===== src/rtl/io_port_responder.sv =====
// Device-side end of the core's 8-bit I/O port: core writes go into a TX FIFO,
// core reads come from an RX FIFO. Both FIFOs connect to external valid/ready streams.
module io_port_fifo #(
   parameter int DEPTH_LOG2 = 2
) (
   input  logic       clock,
   input  logic       reset,
   input  logic       push,
   input  logic       pop,
   input  logic [7:0] wdata,
   output logic [7:0] head_data,
   output logic       empty,
   output logic       full
);
   localparam int                   DEPTH    = 1 << DEPTH_LOG2;
   localparam logic [DEPTH_LOG2:0]  FULL_CNT = {1'b1, {DEPTH_LOG2{1'b0}}};

   logic [7:0]            mem [0:DEPTH-1];
   logic [DEPTH_LOG2-1:0] head, tail;
   logic [DEPTH_LOG2:0]   count;

   always_ff @(posedge clock) begin
      if (reset) begin
         head  <= '0;
         tail  <= '0;
         count <= '0;
      end else begin
         if (push) tail <= tail + 1'b1;
         if (pop)  head <= head + 1'b1;
         count <= count + {{DEPTH_LOG2{1'b0}}, push} - {{DEPTH_LOG2{1'b0}}, pop};
      end
   end

   // Storage is not reset; the empty gating below hides stale entries.
   always_ff @(posedge clock) begin
      if (push) mem[tail] <= wdata;
   end

   assign empty     = (count == '0);
   assign full      = (count == FULL_CNT);
   assign head_data = empty ? 8'h00 : mem[head];
endmodule

module io_port_responder #(
   parameter int DEPTH_LOG2  = 2,
   parameter bit STROBE_EDGE = 1'b1,
   parameter bit INT_ENABLE  = 1'b1
) (
   input  logic       clock,
   input  logic       reset,
   input  logic [7:0] io_wdata,
   input  logic       io_write,
   input  logic       io_read,
   output logic [7:0] io_rdata,
   output logic       int_req,
   output logic [7:0] tx_data,
   output logic       tx_valid,
   input  logic       tx_ready,
   input  logic [7:0] rx_data,
   input  logic       rx_valid,
   output logic       rx_ready,
   output logic       tx_overflow,
   output logic       rx_underflow,
   input  logic       flag_clear
);
   localparam int TX = 0;
   localparam int RX = 1;

   logic             io_write_q, io_read_q;
   logic             wr_op, rd_op;
   logic [1:0]       push, pop, empty, full;
   logic [1:0][7:0]  wdata, head;

   // History regs come out of reset high in edge mode so a strobe held across
   // reset release must drop before it can fire.
   always_ff @(posedge clock) begin
      if (reset) begin
         io_write_q <= STROBE_EDGE;
         io_read_q  <= STROBE_EDGE;
      end else begin
         io_write_q <= io_write;
         io_read_q  <= io_read;
      end
   end

   assign wr_op = io_write & (~io_write_q | ~STROBE_EDGE);
   assign rd_op = io_read  & (~io_read_q  | ~STROBE_EDGE);

   assign tx_valid  = ~empty[TX];
   assign pop[TX]   = tx_valid & tx_ready;
   assign push[TX]  = wr_op & (~full[TX] | pop[TX]);
   assign wdata[TX] = io_wdata;
   assign tx_data   = head[TX];

   assign rx_ready  = ~full[RX] | rd_op;
   assign push[RX]  = rx_valid & rx_ready;
   assign pop[RX]   = rd_op & ~empty[RX];
   assign wdata[RX] = rx_data;
   assign io_rdata  = head[RX];

   genvar g;
   for (g = 0; g < 2; g++) begin : g_fifo
      io_port_fifo #(.DEPTH_LOG2(DEPTH_LOG2)) u_fifo (
         .clock     (clock),
         .reset     (reset),
         .push      (push[g]),
         .pop       (pop[g]),
         .wdata     (wdata[g]),
         .head_data (head[g]),
         .empty     (empty[g]),
         .full      (full[g])
      );
   end

   always_ff @(posedge clock) begin
      if (reset) begin
         tx_overflow  <= 1'b0;
         rx_underflow <= 1'b0;
      end else begin
         tx_overflow  <= (wr_op & full[TX] & ~pop[TX]) | (tx_overflow  & ~flag_clear);
         rx_underflow <= (rd_op & empty[RX])           | (rx_underflow & ~flag_clear);
      end
   end

   // The RX count register already holds last cycle's next-count, so its
   // non-empty decode is the registered form of (rx_count_next != 0).
   assign int_req = INT_ENABLE & ~empty[RX];
endmodule


===== config.mk =====
export PLATFORM = sky130hd
export DESIGN_NAME = io_port_responder
export DESIGN_NICKNAME = d
export VERILOG_FILES = /design/src/rtl/io_port_responder.sv
export SDC_FILE = /design/constraint.sdc
export NUM_CORES = 1
export LEC_CHECK = 0
export ABC_AREA = 1
export CORE_MARGIN = 3
export CORE_UTILIZATION = 40
export DETAILED_ROUTE_END_ITERATION = 10
export GPL_TIMING_DRIVEN = 1
export PLACE_DENSITY = 0.66
export RECOVER_POWER = 100
export SLEW_MARGIN = 30
export SYNTH_ARGS = -nofsm -noshare
export SYNTH_HDL_FRONTEND = slang
export SYNTH_SLANG_ARGS = --single-unit
export TNS_END_PERCENT = 10

===== constraint.sdc =====
create_clock -name clock -period 1.8 [get_ports clock]
set_input_delay 0.36 -clock clock [delete_from_list [all_inputs] [get_ports clock]]
set_output_delay 0.36 -clock clock [all_outputs]
set_load 0.03 [all_outputs]

After elaboration in Yosys (flattened, before gate mapping). Memories as Yosys holds them, arrays and structs flattened. A register that Yosys moved wholly into a read port is not among the register bits. Cells that the tools add are included.

Register bits after elaboration: 18. RAM bits: 64. Input bits: 23. Output and inout bits: 21. Memories: 2.

$add $sub $neg: 8. Eq/ne operators: 2. Mux-type cells: 10. Bitwise operators: 23. Reductions and logical operators: 2.

Memory list: g_fifo[0].u_fifo.mem (words 4, width 8, read ports 1, clocked after Yosys merged registers in 1, write ports 1, RTL line 18) `logic [7:0] mem [0:DEPTH-1];`; g_fifo[1].u_fifo.mem (words 4, width 8, read ports 1, clocked after Yosys merged registers in 1, write ports 1, RTL line 18).

Operators with widths (count): two-way mux 8 bit (2); bitwise AND 1 bit (11); adder 2 x 1 -> 2 bit (second input constant) (4); two-way mux 2 bit (4); inverter 1 bit (8); adder 3 x 1 -> 3 bit (2); == test 3 bit (second input constant) (2); zero test 3 bit (2); subtractor 3 x 1 -> 3 bit (2); two-way mux 1 bit (4); bitwise OR 1 bit (4).

Logic depth before layout (Yosys ltp).
Word-level depth: 7. Depth in mapped cells: 14.

Hierarchy. From an unflattened synthesis, not the netlist that was laid out.

Cell total of the unflattened synthesis: 389. Area, all modules: 3896.2 sq um.

Modules (own cells, without submodules): io_port_fifo (times used 2, cells each 182, area each 1850.5 sq um, sequential area each 1141.1 sq um); io_port_responder (times used 1, cells each 25, area each 195.2 sq um, sequential area each 80.1 sq um).

Worst setup path after synthesis. No wires, ideal clock.

Kind: register -> register. From: register g_fifo[1].u_fifo.count[1]. To: register g_fifo[1].u_fifo.count[2]. Library setup time: 0.113 ns. Data arrival time: 2.041 ns. Path slack: -0.353 ns. Stages on the path, launching flop included: 13. Period minus slack after synthesis: 2.153 ns. Path through: dfxtp_1 -> nor2_4 -> nand3_2 -> nand2_1 -> ha_1 -> inv_1 -> ha_1 -> inv_1 -> fa_1 -> xor2_1 -> nand2_1 -> nand2_1 -> nor2_1.

Longest elaborated chain between the ends: 6. Elaborated cells between the ends (all ways): 9. Those cells by class: add/sub: 2; eq/ne: 1; bitwise: 5; reduce/logical: 1.

Ends and longest elaborated chain: from (decl) (RTL line 20) `logic [DEPTH_LOG2:0] count;`; from (signal assigned) (RTL line 30) `count <= count + {{DEPTH_LOG2{1'b0}}, push} - {{DEPTH_LOG2{1'b0}}, pop};`; == test 3 bit (RTL line 40) `assign full = (count == FULL_CNT);`; inverter 1 bit (RTL line 95) `assign rx_ready = ~full[RX] | rd_op;`; bitwise OR 1 bit (RTL line 95); net rx_ready (RTL line 61) `output logic rx_ready,`; bitwise AND 1 bit (RTL line 96) `assign push[RX] = rx_valid & rx_ready;`; adder 3 x 1 -> 3 bit (RTL line 30); subtractor 3 x 1 -> 3 bit (RTL line 30).

The timed path passes the listed nets, and every way through them passes these cells. A chain may end at the register's enable or synchronous reset.

Worst setup path after layout.
From: register g_fifo[0].u_fifo.count[0]. To: output port tx_data[1].

Longest elaborated chain between the ends: 2.

Ends and longest elaborated chain: from (decl) (RTL line 20); from (signal assigned) (RTL line 30); zero test 3 bit (RTL line 39) `assign empty = (count == '0);`; two-way mux 8 bit (RTL line 41) `assign head_data = empty ? 8'h00 : mem[head];`; to (decl) (RTL line 56) `output logic [7:0] tx_data,`.

No other way between the ends.

==> key figures <==
Synthesis
  • Async set or reset register ratio after synthesis: 0%
  • Syn Std Cell Area: 3720 µm²
  • Synthesized instance count: 340
  • Synth Flop Type: edfxtp_1
  • Post-synth EDFFs: 64
  • Simple-Gate Fraction of Synth Area: 15.9%
  • Syn avg cell area: 11.0 µm²
  • Sequential fraction of the synthesis area: 63.4%
  • Mux cell area share after synthesis: 0%
  • Post-Synth XOR/XNOR Area: 0.235%
  • Synth Area in Compound Gates: 8.33%
  • FF+latch count, synth: 86
  • Distinct cells, synth: 24
  • Yosys synthesis warning count: 0
  • Post-Syn Nets: 377
  • Main combinational cell family by area after synthesis: simple AND/OR/NAND/NOR gates
  • Post-synthesis adder-cell area fraction: 5.11%

Critical path
  • WP data required: 1.44 ns
  • CP Class: reg -> out
  • WP data arrival: 1.59 ns
  • Worst r2r path cells: 12
  • Worst Setup End Kind: output port
  • CP startpoint kind: flop
  • Crit-path max FO: 8

Global route
  • First-pass GRT wire length: 12000 µm
  • Gr ovfl total: 0
  • GRT Overall Usage: 15.0%
  • Largest net degree at the start of global routing: 18
  • Vias in the first global route: 2554
  • Antenna violations before repair: 0

STA
  • Skew final: 0.0175 ns
  • Relative slew slack: 64.8%
  • Final Hold Violating Endpoints: 0
  • Setup TNS: -1.78 ns
  • Final period util: 108%
  • RSZ-0062 raised after global routing: yes
  • Post-layout min period: 1.95 ns
  • Hold slack: 0.229 ns
  • Final-report setup violation count: 19
  • Setup ws final: -0.151 ns
  • Highest clock rate: 0.513 GHz
  • Slew @ Worst Pin: 0.528 ns
  • Slew Limit Fails: 0

Detailed routing
  • Routed wire length per instance: 13.8 µm
  • Final ANT Viol Nets: 0
  • DR vias: 2588
  • DRT Pass-1 Iters: 4
  • DRC violations left: 0
  • Final Routed Wirelength: 7430 µm
  • Initial DRC count: 107
  • Post-DR vias/cell: 4.82

Worst hold path
  • Worst Hold Class: in -> reg
  • Worst hold path depth: 3

Pwr
  • Leakage: 1.83 nW
  • Total Power: 6.50 mW
  • Pwr Density: 1350 nW/µm²
  • Peak supply drop: 0.000942 V

Final layout
  • Layout Area Growth over Synthesis: 28.9%
  • Fin nets: 461
  • Fin cells: 537
  • Most common cell after layout, fill and taps aside: edfxtp_1
  • Layout cells sized above 1: 34.3%
  • N_diodes: 0
  • Cell area after layout: 4800 µm²
  • Most frequent cells in the layout: edfxtp_1 (64), nor2_1 (57), buf_4 (37)

Die
  • Num rows: 34
  • Die footprint: 10500 µm²
  • Initial Utilization: 41.9%
  • Die H: 102 µm
  • Total core area: 8890 µm²
  • Die Wd: 102 µm
  • I/O pin total: 44

Placement
  • Post-DP HPWL: 4820 µm
  • Gpl congestion: 0.762
  • PortBufs: 43
  • Placed Cells: 513
  • Placed cell area: 4420 µm²

Job
  • Max Cap Viol: 0

Run status
  • Failing checks: negative setup slack
  • Status: complete, but fails checks

Clocking
  • Clk root buf: clkbuf_8
  • CTS tree: built
  • Reg clk slew, reported paths: 0.09 ns
  • Max Root-Sink Buffers: 2
  • H-tree depth: 3
  • CTS Hold Buffers Added: 0
  • Clock Latency Late Sink: 0.35 ns
  • Number of CTS-inserted buffers: 9
  • Clock tree sinks: 86
stage by stage:
stage | utilization (%) | worst slack, ns
finish | 54.0 | -0.151
global route | 54.0 | -0.241
CTS | 53.2 | -0.125
detailed placement | 49.7 | -0.627
global placement | 49.7 | -0.555
floorplan | - | -0.159
registers in the layout (all words and copies together) (netlist names), named ones only:
| signal | cells |
|---|---|
| g_fifo.u_fifo.count | 6 |
| g_fifo.u_fifo.tail | 4 |
| tx_overflow | 1 |
| rx_underflow | 1 |
| g_fifo.u_fifo.mem | 64 |
| g_fifo.u_fifo.head | 4 |
| io_write_q | 1 |
| io_read_q | 1 |
cells by family after synthesis:
group,Yosys count
AO/OA/AOI/OAI,62
XOR/XNOR,1
adder cells (fa/ha/maj),14
buffers and inverters,50
flip-flops,86
AND/OR/NAND/NOR,127
layout make-up:
type	count	area (µm²)
sequential	86	2380
multi-input combinational	204	1240
timing repair buffer	82	692
inverter	41	165
clock inverter	6	52.6
tap	108	135
fill	757	4090
clock buffer	10	128
worst max-delay path, cell delays in order (launching register included):
cell and delay [ns]:
dfxtp_4 0.38, nor2_4 0.05, nand2_4 0.07, buf_6 0.13
clkinvlp_4 0.23, a21oi_2 0.23, buf_6 0.15
worst paths after layout:
path | startpoint | endpoint | slack (ns)
min reg2reg | rx_underflow | rx_underflow | 0.47
max | g_fifo[0].u_fifo.count[0] | tx_data[1] | -0.15
max reg2reg | g_fifo[1].u_fifo.count[0] | g_fifo[1].u_fifo.count[2] | -0.12
min | io_write | io_write_q | 0.23
per-layer routing:
layer / global-route usage (%) / vias to the layer above / routed length, µm
met3: 3.34 / 9 / 270
li1: - / 1300 / -
met5: 0 / - / 0
met1: 19.7 / 1228 / 3350
met4: 6.26 / 0 / 116
met2: 23.9 / 51 / 3690
timing repair:
action | in CTS | in global routing
pin swaps | 14 | 12
gates resized for setup | 39 | 25
setup endpoints to repair | 22 | 22
buffers inserted | 4 | 4
Yosys cell counts (2+ instances only):
cell type	instances	area, µm²
nand3_1	8	40.0
nor2_4	2	22.5
edfxtp_1	64	1920
o21ai_1	20	100
buf_4	2	15.0
nand2_1	26	97.6
nand3_2	2	20.0
nand2_2	4	25.0
buf_12	2	40.0
ha_1	12	150
nor2_1	58	218
dfxtp_1	22	440
nor2_2	25	156
buf_6	4	45.0
o21ai_0	13	65.1
inv_2	8	30.0
inv_1	32	120
a21oi_1	29	145
fa_1	2	40.0
power breakdown:
group          total [mW]  switching [mW]  internal, mW
clock                1.24           0.721         0.524
sequential           2.49           0.141          2.35
combinational        2.77            1.68          1.09
total                6.50            2.54          3.96
No activity file was read; power rests on OpenSTA's default activity.
